**config.mk**
```make
export PLATFORM = sky130hd
export DESIGN_NAME = pkt_merge_arb
export DESIGN_NICKNAME = d
export VERILOG_FILES = /design/src/rtl/pkt_merge_arb.sv
export SDC_FILE = /design/constraint.sdc
export NUM_CORES = 1
export LEC_CHECK = 0
export ABC_CLOCK_PERIOD_IN_PS = 2350
export BUFFER_PORTS_ARGS = -buffer_cell sky130_fd_sc_hd__buf_2
export CAP_MARGIN = 40
export CORE_AREA = 2 2 182 184
export DETAILED_ROUTE_END_ITERATION = 8
export DIE_AREA = 0 0 184 186
export PLACE_DENSITY = 0.58
export SLEW_MARGIN = 20
export SYNTH_ARGS = -nofsm -noshare
export SYNTH_HDL_FRONTEND = slang
export SYNTH_SLANG_ARGS = --single-unit
export TNS_END_PERCENT = 5
```
**constraint.sdc**
```tcl
create_clock -name CLK -period 2.35 [get_ports CLK]
set_input_delay 0.1175 -clock CLK [delete_from_list [all_inputs] [get_ports CLK]]
set_output_delay 0.1175 -clock CLK [all_outputs]
set_load 0.05 [all_outputs]
```
**src/rtl/pkt_merge_arb.sv**
```systemverilog
// pkt_merge_arb: two-input packet merge with packet-granular round-robin arbitration.
// Pops first-word-fall-through FIFOs fi0/fi1 and holds the grant until the EOP word
// has been popped, so packets never interleave. A single registered output stage
// drives a valid/ready port.
// Optional feature macro: PKT_MERGE_STATS_EN adds per-input packet counters
// (pkt_cnt0/pkt_cnt1, width CW).
module pkt_merge_arb #(
    parameter int DW      = 153,
    parameter int EOP_BIT = 152
`ifdef PKT_MERGE_STATS_EN
    ,
    parameter int CW      = 16
`endif
) (
    input  logic          CLK,
    input  logic          RST_N,
    input  logic [DW-1:0] fi0_d_out,
    input  logic          fi0_empty,
    output logic          fi0_deq,
    input  logic [DW-1:0] fi1_d_out,
    input  logic          fi1_empty,
    output logic          fi1_deq,
    output logic [DW-1:0] oport_data,
    output logic          oport_valid,
    input  logic          oport_ready
`ifdef PKT_MERGE_STATS_EN
    ,
    output logic [CW-1:0] pkt_cnt0,
    output logic [CW-1:0] pkt_cnt1
`endif
);

    typedef enum logic [1:0] {
        IDLE = 2'd0,
        PKT0 = 2'd1,
        PKT1 = 2'd2
    } state_t;

    state_t        state_q, state_d;
    logic          last_q, last_d;
    logic          valid_q, valid_d;
    logic [DW-1:0] data_q, data_d;

    logic          space;
    logic          deq0;
    logic          deq1;
    logic          load;
    logic          eop0;
    logic          eop1;
    logic [DW-1:0] sel_word;

    // Pop decision: only the granted FIFO, only when it has a word and the output slot frees up
    always_comb begin
        space    = !valid_q || oport_ready;
        deq0     = (state_q == PKT0) && !fi0_empty && space;
        deq1     = (state_q == PKT1) && !fi1_empty && space;
        load     = deq0 || deq1;
        eop0     = deq0 && fi0_d_out[EOP_BIT];
        eop1     = deq1 && fi1_d_out[EOP_BIT];
        sel_word = deq1 ? fi1_d_out : fi0_d_out;
    end

    assign fi0_deq = deq0;
    assign fi1_deq = deq1;

    // Grant FSM: arbitrate in IDLE only, release the grant after the EOP pop
    always_comb begin
        state_d = state_q;
        last_d  = last_q;
        case (state_q)
            IDLE: begin
                // last_q names the input served most recently; prefer the other one
                if (!fi0_empty && !fi1_empty) begin
                    state_d = last_q ? PKT0 : PKT1;
                end else if (!fi0_empty) begin
                    state_d = PKT0;
                end else if (!fi1_empty) begin
                    state_d = PKT1;
                end
            end
            PKT0: begin
                if (eop0) begin
                    state_d = IDLE;
                    last_d  = 1'b0;
                end
            end
            PKT1: begin
                if (eop1) begin
                    state_d = IDLE;
                    last_d  = 1'b1;
                end
            end
            default: begin
                state_d = IDLE;
            end
        endcase
    end

    // Output register: load on pop, drop valid once the consumer has taken the word
    always_comb begin
        data_d  = data_q;
        valid_d = valid_q;
        if (load) begin
            data_d  = sel_word;
            valid_d = 1'b1;
        end else if (valid_q && oport_ready) begin
            valid_d = 1'b0;
        end
    end

    // State and output registers; last resets to 1 so fi0 wins the first tie
    always_ff @(posedge CLK or negedge RST_N) begin
        if (!RST_N) begin
            state_q <= IDLE;
            last_q  <= 1'b1;
            valid_q <= 1'b0;
            data_q  <= '0;
        end else begin
            state_q <= state_d;
            last_q  <= last_d;
            valid_q <= valid_d;
            data_q  <= data_d;
        end
    end

    assign oport_data  = data_q;
    assign oport_valid = valid_q;

`ifdef PKT_MERGE_STATS_EN
    logic [CW-1:0] cnt0_q, cnt0_d;
    logic [CW-1:0] cnt1_q, cnt1_d;

    // Packet counters bump on each EOP pop and wrap naturally at full scale
    always_comb begin
        cnt0_d = cnt0_q;
        cnt1_d = cnt1_q;
        if (eop0) begin
            cnt0_d = cnt0_q + CW'(1);
        end
        if (eop1) begin
            cnt1_d = cnt1_q + CW'(1);
        end
    end

    // Counter registers
    always_ff @(posedge CLK or negedge RST_N) begin
        if (!RST_N) begin
            cnt0_q <= '0;
            cnt1_q <= '0;
        end else begin
            cnt0_q <= cnt0_d;
            cnt1_q <= cnt1_d;
        end
    end

    assign pkt_cnt0 = cnt0_q;
    assign pkt_cnt1 = cnt1_q;
`endif

endmodule

```
-- After elaboration in Yosys (flattened, before gate mapping)
Cells that the tools add are included.
- flip-flop bits (word level): 157
- bits of input ports: 311
- output and inout port bits: 156
- logic and storage cells: 40
- eq/ne operators: 5
- muxes and demuxes: 13
- reductions and logical operators: 18
- operator list (kind ; number):
    153-bit 2-to-1 mux ; 1
    2-bit 2-to-1 mux ; 6
    1-bit logical AND ; 8
    2-bit one-hot mux with 3 select lines ; 1
    3-bit AND reduction ; 2
    1-bit 2-to-1 mux ; 4
    2-bit inequality test, second input constant ; 2
    4-bit inequality test, second input constant ; 1
    2-bit nonzero test ; 2
    1-bit zero test ; 3
    2-bit by 1-bit equality test with 1-bit output, second input constant ; 1
    2-bit equality test, second input constant ; 1
    2-bit zero test ; 1
    1-bit logical OR ; 2
    1-bit one-hot mux with 2 select lines ; 1

-- Logic depth before layout (Yosys ltp)
Gate-level depths: netlist (run 1).
- depth after elaboration: 6
- depth in mapped cells: 7
- mapped depth without buffers: 4

-- Least setup slack after synthesis (run 1)
Ideal clock, no wire load.
- path type: register -> output
- start: register valid_q, in the netlist oport_valid
- end: output port fi0_deq
- arrival time: 1934 ps
- required time: 2233 ps
- slack: 299 ps
- cell stages (with the launch flop): 6
- buffers on the path: 3
- cell sequence: dfrtp_1 > nor2b_1 > clkbuf_1 > clkbuf_1 > clkbuf_1 > nor2_1
- longest elaborated chain between the ends: 3
- RTL lines (what ; RTL line ; RTL):
    from (decl) ; 41 ; logic valid_q, valid_d;
    from (signal assigned) ; 121 ; valid_q <= valid_d;
    1-bit zero test ; 54 ; space = !valid_q || oport_ready;
    1-bit logical OR ; 54 ;
    1-bit logical AND ; 55 ; deq0 = (state_q == PKT0) && !fi0_empty && space;
    to (decl) ; 19 ; output logic fi0_deq,
Every way passes these cells.

-- Worst setup path after layout (run 1)
- start: register state_q[1]
- end: output port fi0_deq
- longest elaborated chain between the ends: 3
- RTL lines (what ; RTL line ; RTL):
    from (decl) ; 39 ; state_t state_q, state_d;
    from (signal assigned) ; 119 ; state_q <= state_d;
    2-bit by 1-bit equality test with 1-bit output ; 55 ;
    1-bit logical AND (2 in a row) ; 55 ;
Every way passes these cells.

==> metrics.txt, run 1 <==
WL per Instance 17.47 um; setup violators final 0; CP Max Fanout between 50 and 60; endpoints failing hold 0; initial core utilization 21.97%; pre-CTS WS ~0.41 ns; f_max around 440 MHz; Synth Warn # 0; largest net degree at the start of global routing 87; Mean Syn Cell Area about 13 um^2; max_cap viols 0; maximum level of the CTS H-tree 4; Power Dens Cells 1491 mW/mm^2; worst skew pair latency ~0.42 ns; WP data arrival 2.13 ns; Tot GR Track Use ~15%; I/O pin cnt 467; Tightest Hold Check Type primary input to flip-flop; share of cells above drive strength 1 52.87%; cts bufs inserted 17; DP Wirelength around 18 mm; RSZ-0062 raised after global routing false; Final Cell Area ~0.012 mm^2; vias in the first global route approximately 7,500; CTS root buffer clkbuf_16; Syn Nets ~860; commonest cells after routing, fill and taps aside buf_2 (463), dfrtp_1 (156), dlygate4sd3_1 (154), or3_1 (153), o221a_2 (93); IO Port Bufs between 400 and 500; Pre-Repair DR Iteration Count 4; flops & latches, synth ~160; VDD IR max roughly 0.73 mV; grt met2 use about a quarter; die width around 180 um; post-CTS setup buffers 0; cell area after synthesis 0.007076 mm^2; met3 Use GR 3.737%; final core utilization 37.22%; CP dominant cell by count buf_4; Max stage delay cell, worst path or3b_4; ANT cells 0; Syn-to-layout area delta 69.41%; Startpoint Class flip-flop; max incr delay on CP 0.44 ns; initial antenna violation count 1; first-pass GRT wire length a little over 40 mm; vias after detailed routing between 7,000 and 8,000; Tcrit/Tclk final a little over nine tenths; Setup Skew 0.01250 ns; Setup TNS Final 0 ns; CTS max path bufs 2; Fillers between 3,000 and 4,000; final wirelength ~27 mm; setup ws final between 0.1 and 0.15 ns; status complete, no violations; gr busiest metal met2; # DRC 0; CTS clock-pin slew for the worst setup and hold paths approximately 0.070 ns; Worst Tran Pin Value 0.5005 ns; most common cell after layout, fill and taps aside buf_2; fin nets about 1,400; post-detailed-route count of antenna-violating nets 0; Placed Area slightly below 0.01 mm^2; Slew headroom 66.63%; minimum clock period 2.248 ns; critical path capture point type output pin; Clock Sinks ~160; vias per cell 4.714; Lkg Pwr between 5 and 6 nW; Synth Instances 552; initial DRC count between 300 and 400; Die ar. roughly 0.034 mm^2; grt ovf 0; TritonCTS clock tree yes; path type of the worst setup path flip-flop to output pin; sequential share of the synthesized area a little under three fifths; Die Ht about 190 um; Final Max Slew Viols 0; Required @ worst endpoint about 2.2 ns; grt met1 use between 15 and 20%; Netlist cell types 25; Routability Congestion around 0.8; crit-path cells or3b_4 > buf_4 > buf_4 > nor2_1 > clkbuf_4; # rows between 60 and 70; Core ar. 0.03221 mm^2
==> cell usage after synthesis <==
cell type	n	area share (%)
a311oi_1	1	0.12
dfstp_2	1	0.37
a21oi_1	2	0.14
or3_1	153	14
o31ai_1	1	0.11
o221a_1	59	9.4
o21ai_0	2	0.14
nor2b_1	1	0.088
nand2b_1	1	0.088
buf_4	7	0.74
inv_1	3	0.16
o221a_2	93	15
a21oi_2	1	0.12
nor3_1	1	0.071
buf_2	10	0.71
a31oi_1	1	0.088
nor2_1	3	0.16
dfrtp_1	156	55
clkbuf_1	37	2.0
buf_6	7	1.1
buf_1	7	0.37
a22o_1	1	0.12
or2_2	1	0.088
or2_1	1	0.088
or3b_1	2	0.25
==> area by class of cell <==
class / count / area (um^2) / area share, %
clock buffer: 19 / 432.9 / 3.612
clock inverter: 12 / 211.5 / 1.764
inverter: 3 / 11.26 / 0.09395
multi-input combinational: 324 / 2808 / 23.42
sequential: 157 / 3930 / 32.79
tap: 408 / 510.5 / 4.259
timing repair buffer: 633 / 4083 / 34.06
==> metrics by stage <==
stage               std cells  power [W]  hold WS, ns
finish                   1556    0.01787      0.03397
global route             1556    0.01869      0.01531
CTS                      1555    0.01800     0.003889
detailed placement       1371    0.01460       0.1162
global placement         1371    0.01453       0.1141
floorplan                 552    0.01205      -0.1781
==> repair_timing <==
| item | 4_1_cts | 5_1_grt |
|---|---|---|
| endpoints found under the hold margin | 198 | 1 |
| hold buffers | 153 | 1 |
| resized for setup | 0 | 3 |
| setup endpoints to repair | 0 | 2 |
==> worst max-delay path, delay by kind of cell, from the launching register on <==
kind          cells  cell delay, ns
simple gates      2            0.53
flops             1            0.42
buf+inv           3            0.76
==> per-layer routing <==
layer / part of all wire (%) / wire [um]
met5: 0.033 / 9
met3: 7.3 / 1987
met2: 50 / 13520
met1: 41 / 11260
met4: 1.5 / 407
==> cells by family (layout without fill, tap and decap cells) <==
kind of cell | count (synthesis) | count (layout) | share of synthesized area, %
and+or+nand+nor | 163 | 163 | 14.36
AOI/OAI and AO/OA | 161 | 161 | 25.04
DFF | 157 | 157 | 55.54
buffers and inverters | 71 | 667 | 5.058
==> report_power, final <==
part	internal (W)	total (W)	switching, W
registers	0.00406	0.00483	0.000773
clock network	0.00190	0.00310	0.00120
logic	0.00302	0.00993	0.00692
total	0.00898	0.0179	0.00889
==> flip-flops by register name (all words and copies together), names as in the netlist <==
register and flops:
state_q 2, oport_data 153, oport_valid 1, last_q 1
==> final timing paths <==
check,start,end,slack (ns),cells past startpoint
setup / recovery,state_q[1],fi0_deq,0.10,5
hold / removal,fi0_d_out[87],oport_data[87],0.03,3
setup reg to reg,state_q[1],oport_data[120],0.40,5
hold reg to reg,state_q[1],state_q[0],0.51,1
max in group asynchronous,RST_N,last_q,1.31,3
min in group asynchronous,RST_N,oport_data[40],0.23,2
(Power assumes the default switching activity.)
==> run 2, diff against run 1 <==
--- a/config.mk
+++ b/config.mk
@@ -8,10 +8,10 @@
 export ABC_CLOCK_PERIOD_IN_PS = 2350
 export BUFFER_PORTS_ARGS = -buffer_cell sky130_fd_sc_hd__buf_2
 export CAP_MARGIN = 40
-export CORE_AREA = 2 2 182 184
+export CORE_AREA = 2 2 181 183
 export DETAILED_ROUTE_END_ITERATION = 8
-export DIE_AREA = 0 0 184 186
-export PLACE_DENSITY = 0.58
+export DIE_AREA = 0 0 183 185
+export PLACE_DENSITY = 0.59
 export SLEW_MARGIN = 20
 export SYNTH_ARGS = -nofsm -noshare
 export SYNTH_HDL_FRONTEND = slang
==> run 2 against run 1 <==
Setup slack gained 0.032 ns. Global-route usage is 1.9 points higher. Hold slack improved by 0.0029 ns. Clock-buffer cell count up 2. Sequential power barely moved. Critical endpoint is now fi1_deq. Highest routed layer unchanged.
==> metrics.txt, run 2 (synthesized netlist as in run 1, its figures left out) <==
critical path capture point type output pin (unchanged); vias after detailed routing 7,798 (was 7,335); ANT cells 0 (unchanged); endpoints failing hold 0 (unchanged); post-detailed-route count of antenna-violating nets 0 (unchanged); Fillers 3,003 (was 3,134); Pre-Repair DR Iteration Count 4 (unchanged); share of cells above drive strength 1 49.47% (was 52.87%); largest net degree at the start of global routing 155 (was 87); initial DRC count 311 (was 313); CTS root buffer clkbuf_16 (unchanged); CTS max path bufs 2 (unchanged); initial core utilization 22.08% (was 21.97%); WL per Instance 18.43 um (was 17.47 um); Worst Tran Pin Value 0.6811 ns (was 0.5005 ns); commonest cells after routing, fill and taps aside buf_2 (464), dlygate4sd3_1 (235), dfrtp_1 (156), or3_1 (153), o221a_2 (93) (was buf_2 (463), dfrtp_1 (156), dlygate4sd3_1 (154), or3_1 (153), o221a_2 (93)); f_max 451.3 MHz (was 444.9 MHz); Tcrit/Tclk final 94.28% (was 95.66%); most common cell after layout, fill and taps aside buf_2 (unchanged); path type of the worst setup path flip-flop to output pin (unchanged); Die Ht 185 um (was 186 um); Required @ worst endpoint 2.23 ns (about the same); TritonCTS clock tree yes (unchanged); vias in the first global route 8,166 (was 7,451); Tot GR Track Use 16.86% (was 14.93%); fin nets 1,528 (was 1,447); first-pass GRT wire length 44.60 mm (was 40.37 mm); maximum level of the CTS H-tree 4 (unchanged); Clock Sinks 157 (unchanged); RSZ-0062 raised after global routing false (unchanged); Core ar. 0.03204 mm^2 (was 0.03221 mm^2); final wirelength 30.17 mm (was 27.18 mm); Tightest Hold Check Type primary input to flip-flop (unchanged); Setup TNS Final 0 ns (unchanged); Final Max Slew Viols 0 (unchanged); vias per cell 4.764 (was 4.714); I/O pin cnt 467 (unchanged); Setup Skew 0.01093 ns (was 0.01250 ns); CP Max Fanout 39 (was 56); CTS clock-pin slew for the worst setup and hold paths 0.07 ns (about the same); Lkg Pwr 5.567 nW (was 5.218 nW); grt ovf 0 (unchanged); initial antenna violation count 2 (was 1); DP Wirelength 17.48 mm (was 18.14 mm); Power Dens Cells 1395 mW/mm^2 (was 1491 mW/mm^2); setup violators final 0 (unchanged); Syn-to-layout area delta 80.51% (was 69.41%); Startpoint Class flip-flop (unchanged); final core utilization 39.86% (was 37.22%); Die ar. 0.03386 mm^2 (was 0.03422 mm^2); die width 183 um (was 184 um); # DRC 0 (unchanged); VDD IR max 0.7986 mV (was 0.7274 mV); max_cap viols 0 (unchanged); # rows 66 (unchanged); max reg flops 153 (unchanged); Slew headroom 54.59% (was 66.63%); minimum clock period 2.216 ns (was 2.248 ns); status complete, no violations (unchanged); worst skew pair latency 0.44 ns (was 0.42 ns); Routability Congestion 0.7495 (was 0.8002); WP data arrival 2.10 ns (was 2.13 ns); IO Port Bufs 466 (unchanged); cts bufs inserted 17 (unchanged)
==> run 2: path summary, 6_finish.rpt <==
kind	from	cells after the start	slack, ns	end
worst max-delay path	state_q[0]	5	0.13	fi1_deq
worst min-delay path	fi0_d_out[1]	3	0.04	oport_data[1]
worst max register to register	state_q[0]	4	0.35	oport_data[129]
worst min register to register	state_q[1]	1	0.50	state_q[0]
max in group asynchronous	RST_N	3	1.40	last_q
min in group asynchronous	RST_N	2	0.25	oport_data[55]
==> run 2: critical path, stage by stage (launching register included) <==
cell     delay [ns]
dfrtp_1        0.42
or3b_1         0.44
or2_4          0.31
buf_16         0.19
inv_1          0.11
buf_4          0.20
==> run 2: final cells by class <==
class                           count  area [um^2]  share of cell area (%)
Timing Repair Buffer              714         4928                   38.59
Clock inverter                     10        113.9                  0.8915
Inverter                            3        11.26                 0.08817
Multi-Input combinational cell    324         2808                   21.98
Clock buffer                       21        470.5                   3.683
Sequential cell                   157         3930                   30.77
Tap cell                          408        510.5                   3.997
==> run 2: layer usage <==
layer	share of wire, %	routed length [um]	vias up	global-route usage, %
met4	2.7	824	4	7.680
met3	7.3	2192	52	5.092
met2	49	14640	365	28.67
met1	41	12490	3804	19.56
met5	0.089	27	-	0
li1	-	-	3573	-
==> run 2: per-stage QoR <==
| step | setup WS [ns] | hold slack, ns | std cells | power (W) | instance area, um^2 |
|---|---|---|---|---|---|
| after floorplan | 0.2988 | -0.1781 | 552 | 0.01205 | 7076 |
| after global placement | 0.4016 | 0.1423 | 1369 | 0.01447 | 9768 |
| after detailed placement | 0.3664 | 0.1409 | 1369 | 0.01458 | 9768 |
| after CTS | 0.01949 | 0.00003242 | 1636 | 0.01784 | 12750 |
| after global routing | 0.02608 | 0.01400 | 1637 | 0.01861 | 12770 |
| final | 0.1343 | 0.03685 | 1637 | 0.01781 | 12770 |
==> run 2: repair_timing <==
item	in CTS	in global routing
buffers inserted	0	0
hold buffers	235	0
cloned	1	1
endpoints found under the setup margin	1	1
gates resized for setup	2	0
hold endpoints to repair	203	0
==> run 2: power by group <==
group	total [W]	internal (W)	switching [W]
clock	0.00279	0.00164	0.00115
sequential	0.00483	0.00406	0.000770
combinational	0.0102	0.00314	0.00705
total	0.0178	0.00884	0.00897
==> run 3, diff against run 2 <==
--- a/config.mk
+++ b/config.mk
@@ -8,10 +8,11 @@
 export ABC_CLOCK_PERIOD_IN_PS = 2350
 export BUFFER_PORTS_ARGS = -buffer_cell sky130_fd_sc_hd__buf_2
 export CAP_MARGIN = 40
-export CORE_AREA = 2 2 181 183
+export CORE_AREA = 2 2 183 185
 export DETAILED_ROUTE_END_ITERATION = 8
-export DIE_AREA = 0 0 183 185
-export PLACE_DENSITY = 0.59
+export DIE_AREA = 0 0 185 187
+export GPL_ROUTABILITY_DRIVEN = 0
+export PLACE_DENSITY = 0.58
 export SLEW_MARGIN = 20
 export SYNTH_ARGS = -nofsm -noshare
 export SYNTH_HDL_FRONTEND = slang
==> run 3 against run 2 <==
Non-clock buffer count down 83. Utilization decreased by 3.3 points. Fmax is 0.31% higher. Critical path depth down 1. Clock skew down 0.0019 ns. Via count shrank 5.7%. First-iteration DRC count up 17%. Sequential power about the same. Die area is 2.2% higher. Global-route usage decreased by 1.3 points. Sequential share of layout area up 2.0 points. Critical path type unchanged.
==> metrics.txt, run 3 (synthesized netlist as in run 1, its figures left out) <==
setup violators final 0 (unchanged); worst skew pair latency 0.42 ns (was 0.44 ns); setup ws final 0.1411 ns (was 0.1343 ns); status complete, no violations (unchanged); max_cap viols 0 (unchanged); Tcrit/Tclk final 94.00% (was 94.28%); IO Port Bufs 466 (unchanged); VDD IR max 0.8622 mV (was 0.7986 mV); DP Wirelength 18.58 mm (was 17.48 mm); Tightest Hold Check Type primary input to flip-flop (unchanged); Max stage delay cell, worst path or3b_1 (unchanged); # rows 67 (was 66); Final Max Slew Viols 0 (unchanged); flop2flop setup slack 0.31 ns (was 0.35 ns); max incr delay on CP 0.45 ns (was 0.44 ns); Power Dens Cells 1481 mW/mm^2 (was 1395 mW/mm^2); die width 185 um (was 183 um); WL per Instance 17.43 um (was 18.43 um); Worst Hold Depth 3 (unchanged); vias in the first global route 7,775 (was 8,166); CTS root buffer clkbuf_16 (unchanged); maximum level of the CTS H-tree 4 (unchanged); R2R depth 4 (unchanged); max reg flops 153 (unchanged); minimum clock period 2.209 ns (was 2.216 ns); first-pass GRT wire length 42.34 mm (was 44.60 mm); crit-path cells or3b_1 > or2_4 > inv_1 > buf_2 (was or3b_1 > or2_4 > buf_16 > inv_1 > buf_4); Reg2Reg Capture Point oport_data[37] (was oport_data[129]); RSZ-0062 raised after global routing false (unchanged); Clock Sinks 157 (unchanged); Worst Tran Pin Value 0.6891 ns (was 0.6811 ns); CTS max path bufs 2 (unchanged); CTS clock-pin slew for the worst setup and hold paths 0.07 ns (about the same); post-CTS setup buffers 0 (unchanged); most common cell after layout, fill and taps aside buf_2 (unchanged); # DRC 0 (unchanged); initial antenna violation count 2 (unchanged); commonest cells after routing, fill and taps aside buf_2 (465), dfrtp_1 (156), or3_1 (153), dlygate4sd3_1 (153), o221a_2 (93) (was buf_2 (464), dlygate4sd3_1 (235), dfrtp_1 (156), or3_1 (153), o221a_2 (93)); Pre-Repair DR Iteration Count 5 (was 4); Die Ht 187 um (was 185 um); Setup Skew 0.009023 ns (was 0.01093 ns); Die ar. 0.03460 mm^2 (was 0.03386 mm^2); critical path's top delay family simple AND/OR/NAND/NOR gates (unchanged); Tot GR Track Use 15.60% (was 16.86%); hold_sp fi0_d_out[97] (was fi0_d_out[1]); Required @ worst endpoint 2.23 ns (about the same); Core ar. 0.03286 mm^2 (was 0.03204 mm^2); initial core utilization 21.53% (was 22.08%); fin nets 1,445 (was 1,528); Startpoint Class flip-flop (unchanged); WP data arrival 2.09 ns (was 2.10 ns); pre-CTS WS 0.3291 ns (was 0.3664 ns); critical path buffer and inverter count 2 (was 3); cts bufs inserted 17 (unchanged); post-detailed-route count of antenna-violating nets 0 (unchanged); endpoints failing hold 0 (unchanged); FF-to-FF Start state_q[1] (was state_q[0]); final wirelength 27.79 mm (was 30.17 mm); Worst Hold End oport_data[97] (was oport_data[1]); I/O pin cnt 467 (unchanged); vias after detailed routing 7,355 (was 7,798); Setup TNS Final 0 ns (unchanged); Lkg Pwr 5.211 nW (was 5.567 nW); critical path capture point type output pin (unchanged); TritonCTS clock tree yes (unchanged); path type of the worst setup path flip-flop to output pin (unchanged); largest net degree at the start of global routing 84 (was 155); Slew headroom 54.06% (was 54.59%); vias per cell 4.611 (was 4.764); grt ovf 0 (unchanged); initial DRC count 364 (was 311); share of cells above drive strength 1 52.93% (was 49.47%); f_max 452.7 MHz (was 451.3 MHz); CP Max Fanout 25 (was 39); Syn-to-layout area delta 69.67% (was 80.51%)
[run 3: cell count changes in the layout (fill, tap and decap cells not counted), moves of 2 or more]
cell	before	now
bufinv_16	2	4
buf_12	6	8
clkinv_2	4	1
diode_2	0	2
dlygate4sd3_1	235	153
[run 3: layer usage]
layer	track usage (%)	routed length [um]	share of wire [%]
met2	26.89	13560	49
met3	4.167	2237	8.0
met5	0	0	0
met4	5.342	636	2.3
met1	18.63	11360	41
[run 3: worst max path at each step]
stage,end,slack [ns],start,cells past startpoint
2_1_floorplan,fi0_deq,0.30,oport_valid,5
3_3_place_gp,oport_data[32],0.39,state_q[0],4
3_5_place_dp,oport_data[32],0.33,state_q[1],4
4_1_cts,fi1_deq,0.07,state_q[0],4
5_1_grt,fi1_deq,0.01,state_q[0],4
6_report,fi1_deq,0.14,state_q[1],4
[run 3: report_power, final]
part,internal (W),switching [W]
sequential,0.00406,0.000782
combinational,0.00299,0.00691
clock,0.00186,0.00117
total,0.00892,0.00886
[run 3: layout make-up]
cell class                      count  area (um^2)
Antenna cell                        2        5.005
Clock buffer                       21        470.5
Clock inverter                      9        160.2
Fill cell                        3263        20860
Inverter                            3        11.26
Multi-Input combinational cell    324         2808
Sequential cell                   157         3930
Tap cell                          448        560.5
Timing Repair Buffer              631         4060
[run 3: what timing repair did]
| item | CTS | global route |
|---|---|---|
| resized for setup | 0 | 0 |
| hold buffers | 151 | 2 |
| endpoints found under the hold margin | 200 | 2 |
[run 3: worst min-delay path, cell delays in order]
cell     delay, ns
buf_2         0.07
or3_1         0.08
o221a_1       0.15
[run 3: metrics by stage]
stage | utilization [%] | area (um^2) | std cells | total power [W] | hold WS (ns)
2_1_floorplan | - | 7076 | 552 | 0.01205 | -0.1781
3_3_place_gp | 29.94 | 9838 | 1410 | 0.01452 | 0.1370
3_5_place_dp | 29.94 | 9838 | 1410 | 0.01462 | 0.1442
4_1_cts | 36.46 | 11980 | 1591 | 0.01792 | 0.0003880
5_1_grt | 36.53 | 12000 | 1594 | 0.01867 | 0.007904
6_report | 36.53 | 12010 | 1595 | 0.01778 | 0.03544
